--- config.mk ---
export PLATFORM = sky130hd
export DESIGN_NAME = clk_div_multi
export DESIGN_NICKNAME = d
export VERILOG_FILES = /design/src/rtl/clk_div_pkg.sv /design/src/rtl/clk_div_chan.sv /design/src/rtl/clk_div_multi.sv
export SDC_FILE = /design/constraint.sdc
export NUM_CORES = 1
export LEC_CHECK = 0
export CORE_MARGIN = 3
export CORE_UTILIZATION = 42
export DETAILED_ROUTE_END_ITERATION = 12
export GPL_TIMING_DRIVEN = 0
export PLACE_DENSITY = 0.69
export SKIP_LAST_GASP = 1
export SYNTH_ARGS = -nofsm -noshare
export SYNTH_HDL_FRONTEND = slang
export SYNTH_HIERARCHICAL = 1
export SYNTH_SLANG_ARGS = --single-unit
--- constraint.sdc ---
create_clock -name CLK -period 4.16 [get_ports CLK]
set_input_delay 0.416 -clock CLK [delete_from_list [all_inputs] [get_ports CLK]]
set_output_delay 0.416 -clock CLK [all_outputs]
set_load 0.005 [all_outputs]
--- src/rtl/clk_div_pkg.sv ---
// rtl/clk_div_pkg.sv - shared constants and helpers for the multi-channel clock divider
package clk_div_pkg;

    localparam int DEFAULT_DIV = 2;
    localparam int MIN_DIV     = 2;
    localparam int SEL_W       = 3;

    function automatic logic sel_in_range(input logic [SEL_W-1:0] sel, input int channels);
        return int'(sel) < channels;
    endfunction

endpackage

--- src/rtl/clk_div_chan.sv ---
// rtl/clk_div_chan.sv - one divider channel: shadow/active ratio, period counter, registered outputs
module clk_div_chan
    import clk_div_pkg::*;
#(
    parameter int CNT_W       = 16,
    parameter int DEFAULT_DIV = clk_div_pkg::DEFAULT_DIV
) (
    input  logic             clk,
    input  logic             rst_n,
    input  logic             en,
    input  logic             sync,
    input  logic             wr,
    input  logic [CNT_W-1:0] wr_div,
    output logic             clkout,
    output logic             tick,
    output logic             pending
);

    localparam logic [CNT_W-1:0] DEF_RATIO = CNT_W'(DEFAULT_DIV);
    localparam logic [CNT_W-1:0] MIN_RATIO = CNT_W'(MIN_DIV);
    localparam logic [CNT_W-1:0] ONE       = CNT_W'(1);

    logic [CNT_W-1:0] shadow_q, shadow_d;
    logic [CNT_W-1:0] active_q, active_d;
    logic [CNT_W-1:0] cnt_q, cnt_d;
    logic             en_prev_q, en_prev_d;
    logic             clkout_q, clkout_d;
    logic             tick_q, tick_d;
    logic             pending_q, pending_d;

    logic             restart;
    logic             wrap;
    logic [CNT_W-1:0] cnt_eff;
    logic [CNT_W-1:0] active_eff;

    // A restart (SYNC or EN rising) behaves as if the counter were already 0
    // with the shadow ratio active, so outputs for count 0 leave on this edge.
    always_comb begin
        restart    = en && (sync || !en_prev_q);
        cnt_eff    = restart ? '0 : cnt_q;
        active_eff = restart ? shadow_q : active_q;
        wrap       = en && (cnt_eff == active_eff - ONE);

        en_prev_d  = en;
        shadow_d   = shadow_q;
        if (wr) begin
            shadow_d = (wr_div < MIN_RATIO) ? MIN_RATIO : wr_div;
        end

        // Copy uses the pre-write shadow so a coincident write waits a full period.
        active_d   = wrap ? shadow_q : active_eff;
        cnt_d      = (!en || wrap) ? '0 : cnt_eff + ONE;
        clkout_d   = en && (cnt_eff < (active_eff >> 1));
        tick_d     = en && (cnt_eff == '0);

        pending_d  = pending_q;
        if (restart || wrap) begin
            pending_d = 1'b0;
        end
        if (wr) begin
            pending_d = 1'b1;
        end
    end

    always_ff @(posedge clk or negedge rst_n) begin
        if (!rst_n) begin
            shadow_q  <= DEF_RATIO;
            active_q  <= DEF_RATIO;
            cnt_q     <= '0;
            en_prev_q <= 1'b0;
            clkout_q  <= 1'b0;
            tick_q    <= 1'b0;
            pending_q <= 1'b0;
        end else begin
            shadow_q  <= shadow_d;
            active_q  <= active_d;
            cnt_q     <= cnt_d;
            en_prev_q <= en_prev_d;
            clkout_q  <= clkout_d;
            tick_q    <= tick_d;
            pending_q <= pending_d;
        end
    end

    assign clkout  = clkout_q;
    assign tick    = tick_q;
    assign pending = pending_q;

endmodule

--- src/rtl/clk_div_multi.sv ---
// rtl/clk_div_multi.sv - multi-channel programmable clock divider with shadowed ratio writes
module clk_div_multi
    import clk_div_pkg::*;
#(
    parameter int CHANNELS    = 4,
    parameter int CNT_W       = 16,
    parameter int DEFAULT_DIV = clk_div_pkg::DEFAULT_DIV
) (
    input  logic                CLK,
    input  logic                RST,
    input  logic [CHANNELS-1:0] EN,
    input  logic                SYNC,
    input  logic                WR_EN,
    input  logic [SEL_W-1:0]    WR_SEL,
    input  logic [CNT_W-1:0]    WR_DIV,
    output logic                WR_ACK,
    output logic [CHANNELS-1:0] CLKOUT,
    output logic [CHANNELS-1:0] TICK,
    output logic [CHANNELS-1:0] PENDING
);

    logic                wr_ok;
    logic [CHANNELS-1:0] wr_hit;
    logic                wr_ack_q, wr_ack_d;

    always_comb begin
        wr_ok    = WR_EN && sel_in_range(WR_SEL, CHANNELS);
        wr_hit   = wr_ok ? (CHANNELS'(1) << WR_SEL) : '0;
        wr_ack_d = wr_ok;
    end

    always_ff @(posedge CLK or negedge RST) begin
        if (!RST) begin
            wr_ack_q <= 1'b0;
        end else begin
            wr_ack_q <= wr_ack_d;
        end
    end

    assign WR_ACK = wr_ack_q;

    for (genvar i = 0; i < CHANNELS; i++) begin : g_chan
        clk_div_chan #(
            .CNT_W       (CNT_W),
            .DEFAULT_DIV (DEFAULT_DIV)
        ) u_chan (
            .clk     (CLK),
            .rst_n   (RST),
            .en      (EN[i]),
            .sync    (SYNC),
            .wr      (wr_hit[i]),
            .wr_div  (WR_DIV),
            .clkout  (CLKOUT[i]),
            .tick    (TICK[i]),
            .pending (PENDING[i])
        );
    end

endmodule

==> results <==
- The most common cell in the synthesized netlist is dfrtp_1.
- The cell chosen for the clock root is clkbuf_16.
- The wire length of the first global-routing pass is 76.2 mm.
- The number of rows created at floorplan is 69.
- The filler cell count is 3440.
- The most used flip-flop cell after synthesis is dfrtp_1.
- The net count of the finished layout is 1918.
- The detail route stage leaves a number of antenna-violating nets equal to 0.
- Summed over all instances, the cell type with the most area after synthesis is dfrtp_1.
- The length of the first detailed-routing pass in iterations is 5.
- The synthesis-to-layout area growth is 12.8%.
- The count of maximum capacitance violations is 0.
- Counting flops and latches in the post-synthesis netlist gives 209.
- The number of antenna violations at the first check in global routing was 1.
- The share of total power in the clock network is 31.7%.
- The average cell area after synthesis is 8.67 um2.
- The category of the worst setup path launch point is an input pin.
- The clock skew is 0.0104 ns.
- Port buffering added 39 buffers.
- IR analysis of the VDD net gives a maximum drop of 0.303 mV.
- The synthesized netlist occupies a cell area of 15200 um2.
- The start-to-end type of the worst setup path is input pin to flop.
- The total routing usage reported by global routing is 24.2%.
- The data arrival time at the worst-slack endpoint is 4.44 ns.
- The I/O pin count is 40.
- The post-detailed-route wirelength per cell is 20.8 um.
- The signal on the critical path passes through clkdlybuf4s15_1, nand2b_1, clkbuf_4, nand2_2, clkbuf_4, buf_4, a21oi_2, ha_2, nor4b_4, a21oi_1, o41ai_2, o41ai_1, nor4_2, nand3_1, or3_1, buf_6, buf_12, mux2i_1.
- The clock period minus final worst setup slack is 4.04 ns.
- The path class of the tightest hold or removal check is input pin to flop.
- The final design utilization is 48.2%.
- The count of final setup violators is 0.
- The initial utilization of the core area, before any placement, comes to 42.8%.
- The buffer depth of the longest clock path is 3.
- The die is 197 um tall.
- The floorplan die area is 38600 um2.
- The share of the clock period used by the worst path is 97.1%.
- The static leakage power is 7.49 nW.
- The kind of end point of the critical path is a flop.
- Sequential cells account for 39.7% of the total power.
- The clock net in this run drives a total of 209 sinks.
- The switching power total is 2.49 mW.
- The flop-to-flop setup slack is 0.15 ns.
- The cell type with the highest occurrence count on the critical path is clkbuf_4.
- The multi-input combinational cell area is 9130 um2.
- Counting the buffers created by CTS gives 26.
- The run finished with clean final reports.
- Counting instances in the post-synthesis netlist gives the leading cell types as 201 x dfrtp_1, 128 x inv_1, 124 x nand2_1, 124 x nor3_1, 104 x o21ai_0.
- The number of placed instances, taps included, is 2259.
- The share of the Yosys chip area taken by registers is 34.4%.
- The combinational group share of total power is 28.6%.
- The number of pins with negative max-slew slack in the final report is 0.
- For this design, the slowest cell found on the critical path is clkdlybuf4s15_1.
- The congestion estimate from routability-driven global placement came to 0.919.
- The ratio of routed vias to standard cells is 6.10.
- After synthesis, the share of flip-flops with an asynchronous set or reset is 100%.
- The register clock-pin slew on the reported worst setup and hold paths is 0.06 ns.
- In this run the number of H-tree levels came out at 1.
- The area of the placeable core is 35700 um2.
- Once detailed placement completed, the half-perimeter wirelength came to 35.7 mm.
- The maximum clock frequency is 248 MHz.
- Wires add up to 47.8 mm.
- The internal power is 4.37 mW.
- The largest driver fanout on the critical path is 19.
- The number of non-filler instances in the completed layout is 2304.
- The proportion of netlist area held by the largest area contributor is 33.0%.
- After synthesis, the cell types taking the most area are dfrtp_1 33%, ha_1 5.6%, xnor2_1 4.1%, nor3_1 4.1%, mux2i_1 3.9%.
- The power density of the placed cells is 399 nW/um2.
- Measured against its own limit, the worst slew margin works out to 41.6%.
- The number of nets produced by synthesis is 1853.
- At the pin with the least slew margin, the transition time is 0.876 ns.
- The horizontal die dimension is 197 um.
- The total congestion overflow after global routing is 0.
- The latest clock arrival within the worst-skew pair is 0.56 ns.
- The count of distinct cell types in the synthesized netlist is 65.
- The total inserted antenna cells is 0.
- The number of enable flip-flop cells after synthesis is 0.
- Entering global routing, the biggest net connects 108 pins.
- The Yosys warning count is 6.
- The CTS tree is yes.
- The number of failing hold endpoints at the final stage is 0.
- The delay of the slowest cell on the worst path is 0.42 ns.
- The number of global-route vias before repair is 13800.
- The area of all sequential standard cells is 5240 um2.
- The synthesized netlist cell count is 1758.
- The number of DRC violations after detailed-routing iteration 0 is 1088.
- In this run switching power makes up 36.3% of total power.
- Detailed routing inserted a total of 14000 vias.
- The post-route netlist has 10.2% of its cells at a drive strength greater than 1.
- For the worst setup path, the data required time is 4.56 ns.
- The residual DRC count is 0.
-- flip-flops by register name, indices dropped and copies added, names as in the netlist --
| register | count |
|---|---|
| g_chan.u_chan/tick | 4 |
| g_chan.u_chan/cnt_q | 64 |
| g_chan.u_chan/en_prev_q | 4 |
| g_chan.u_chan/pending | 4 |
| WR_ACK | 1 |
| g_chan.u_chan/shadow_q | 64 |
| g_chan.u_chan/active_q | 64 |
| g_chan.u_chan/clkout | 4 |
-- placed cells by master, fill, tap and decap left out, types with 48 or more instances in the layout --
master	count
nor3_1	124
nand2_1	120
inv_1	128
mux2i_1	60
a21oi_1	81
dfrtp_1	201
nand4_1	56
ha_1	65
xor2_1	64
nor2_1	80
nand3_1	68
o21ai_0	104
nor4_1	48
xnor2_1	72
-- layer usage --
metal | GRT usage (%) | routed length (um) | vias up
li1 | - | - | 6572
met1 | 33.2 | 21100 | 6831
met2 | 39.6 | 22100 | 556
met3 | 3.97 | 3480 | 82
met4 | 7.18 | 1130 | 2
met5 | 0 | 13 | -
-- through the flow --
step / total power, mW / hold WS (ns) / setup WS, ns / cell area (um2) / TNS, ns
floorplan: 3.97 / 0.120 / 0.389 / 15200 / 0
global placement: 4.60 / 0.496 / -6.20 / 16200 / -1436.49
detailed placement: 4.62 / 0.507 / -1.49 / 16200 / -165.64
CTS: 6.86 / 0.260 / 0.00506 / 17100 / 0
global route: 7.24 / 0.273 / -0.0239 / 17200 / -0.0239
finish: 6.86 / 0.298 / 0.120 / 17200 / 0
-- final cells by class --
cell class / instances / share of cell area (%)
Tap cell: 461 / 3.35
Clock buffer: 34 / 4.13
Sequential cell: 209 / 30.5
Multi-Input combinational cell: 1325 / 53.1
Timing Repair Buffer: 41 / 2.50
Inverter: 128 / 2.79
Clock inverter: 14 / 0.655
Buffer: 92 / 3.01
-- worst paths after layout --
path / startpoint / endpoint / depth (start not counted)
max: SYNC / g_chan[0].u_chan/active_q[9] / 18
max reg2reg: g_chan[0].u_chan/en_prev_q / g_chan[0].u_chan/active_q[9] / 17
min: EN[0] / g_chan[0].u_chan/en_prev_q / 1
max in group asynchronous: RST / g_chan[3].u_chan/active_q[4] / 3
min reg2reg: g_chan[3].u_chan/pending / g_chan[3].u_chan/pending / 1
min in group asynchronous: RST / g_chan[0].u_chan/tick / 2
-- power groups by stage --
stage          Sequential (mW)  Clock [mW]  Combinational (mW)
2_1_floorplan             2.62           0                1.35
3_3_place_gp              2.73           0                1.86
3_5_place_dp              2.73           0                1.89
4_1_cts                   2.70        2.24                1.91
5_1_grt                   2.76        2.32                2.16
6_report                  2.72        2.18                1.96
-- cells by family (layout without fill, tap and decap cells) --
family / after synthesis / after routing / share of synthesized area, %
flops: 209 / 209 / 34.4
mux: 80 / 80 / 5.61
fa+ha+maj: 68 / 68 / 5.58
xor+xnor: 136 / 136 / 7.81
buf+inv: 224 / 309 / 6.43
simple gates: 641 / 641 / 22.9
compound gates: 400 / 400 / 17.3
-- critical path: cells and delay by family --
family / cells / cell delay (ns)
simple gates: 6 / 1.37
fa+ha+maj: 1 / 0.24
compound gates: 4 / 0.81
mux: 1 / 0.12
buf+inv: 6 / 1.44
-- repair_timing --
item                                    CTS  global route
hold endpoints to repair                103             0
gates resized for setup                  27            30
pin swaps                                 0             1
hold buffers                              1             0
setup buffers                             0             0
endpoints found under the setup margin  132           107
No activity file was read; power rests on OpenSTA's default activity.
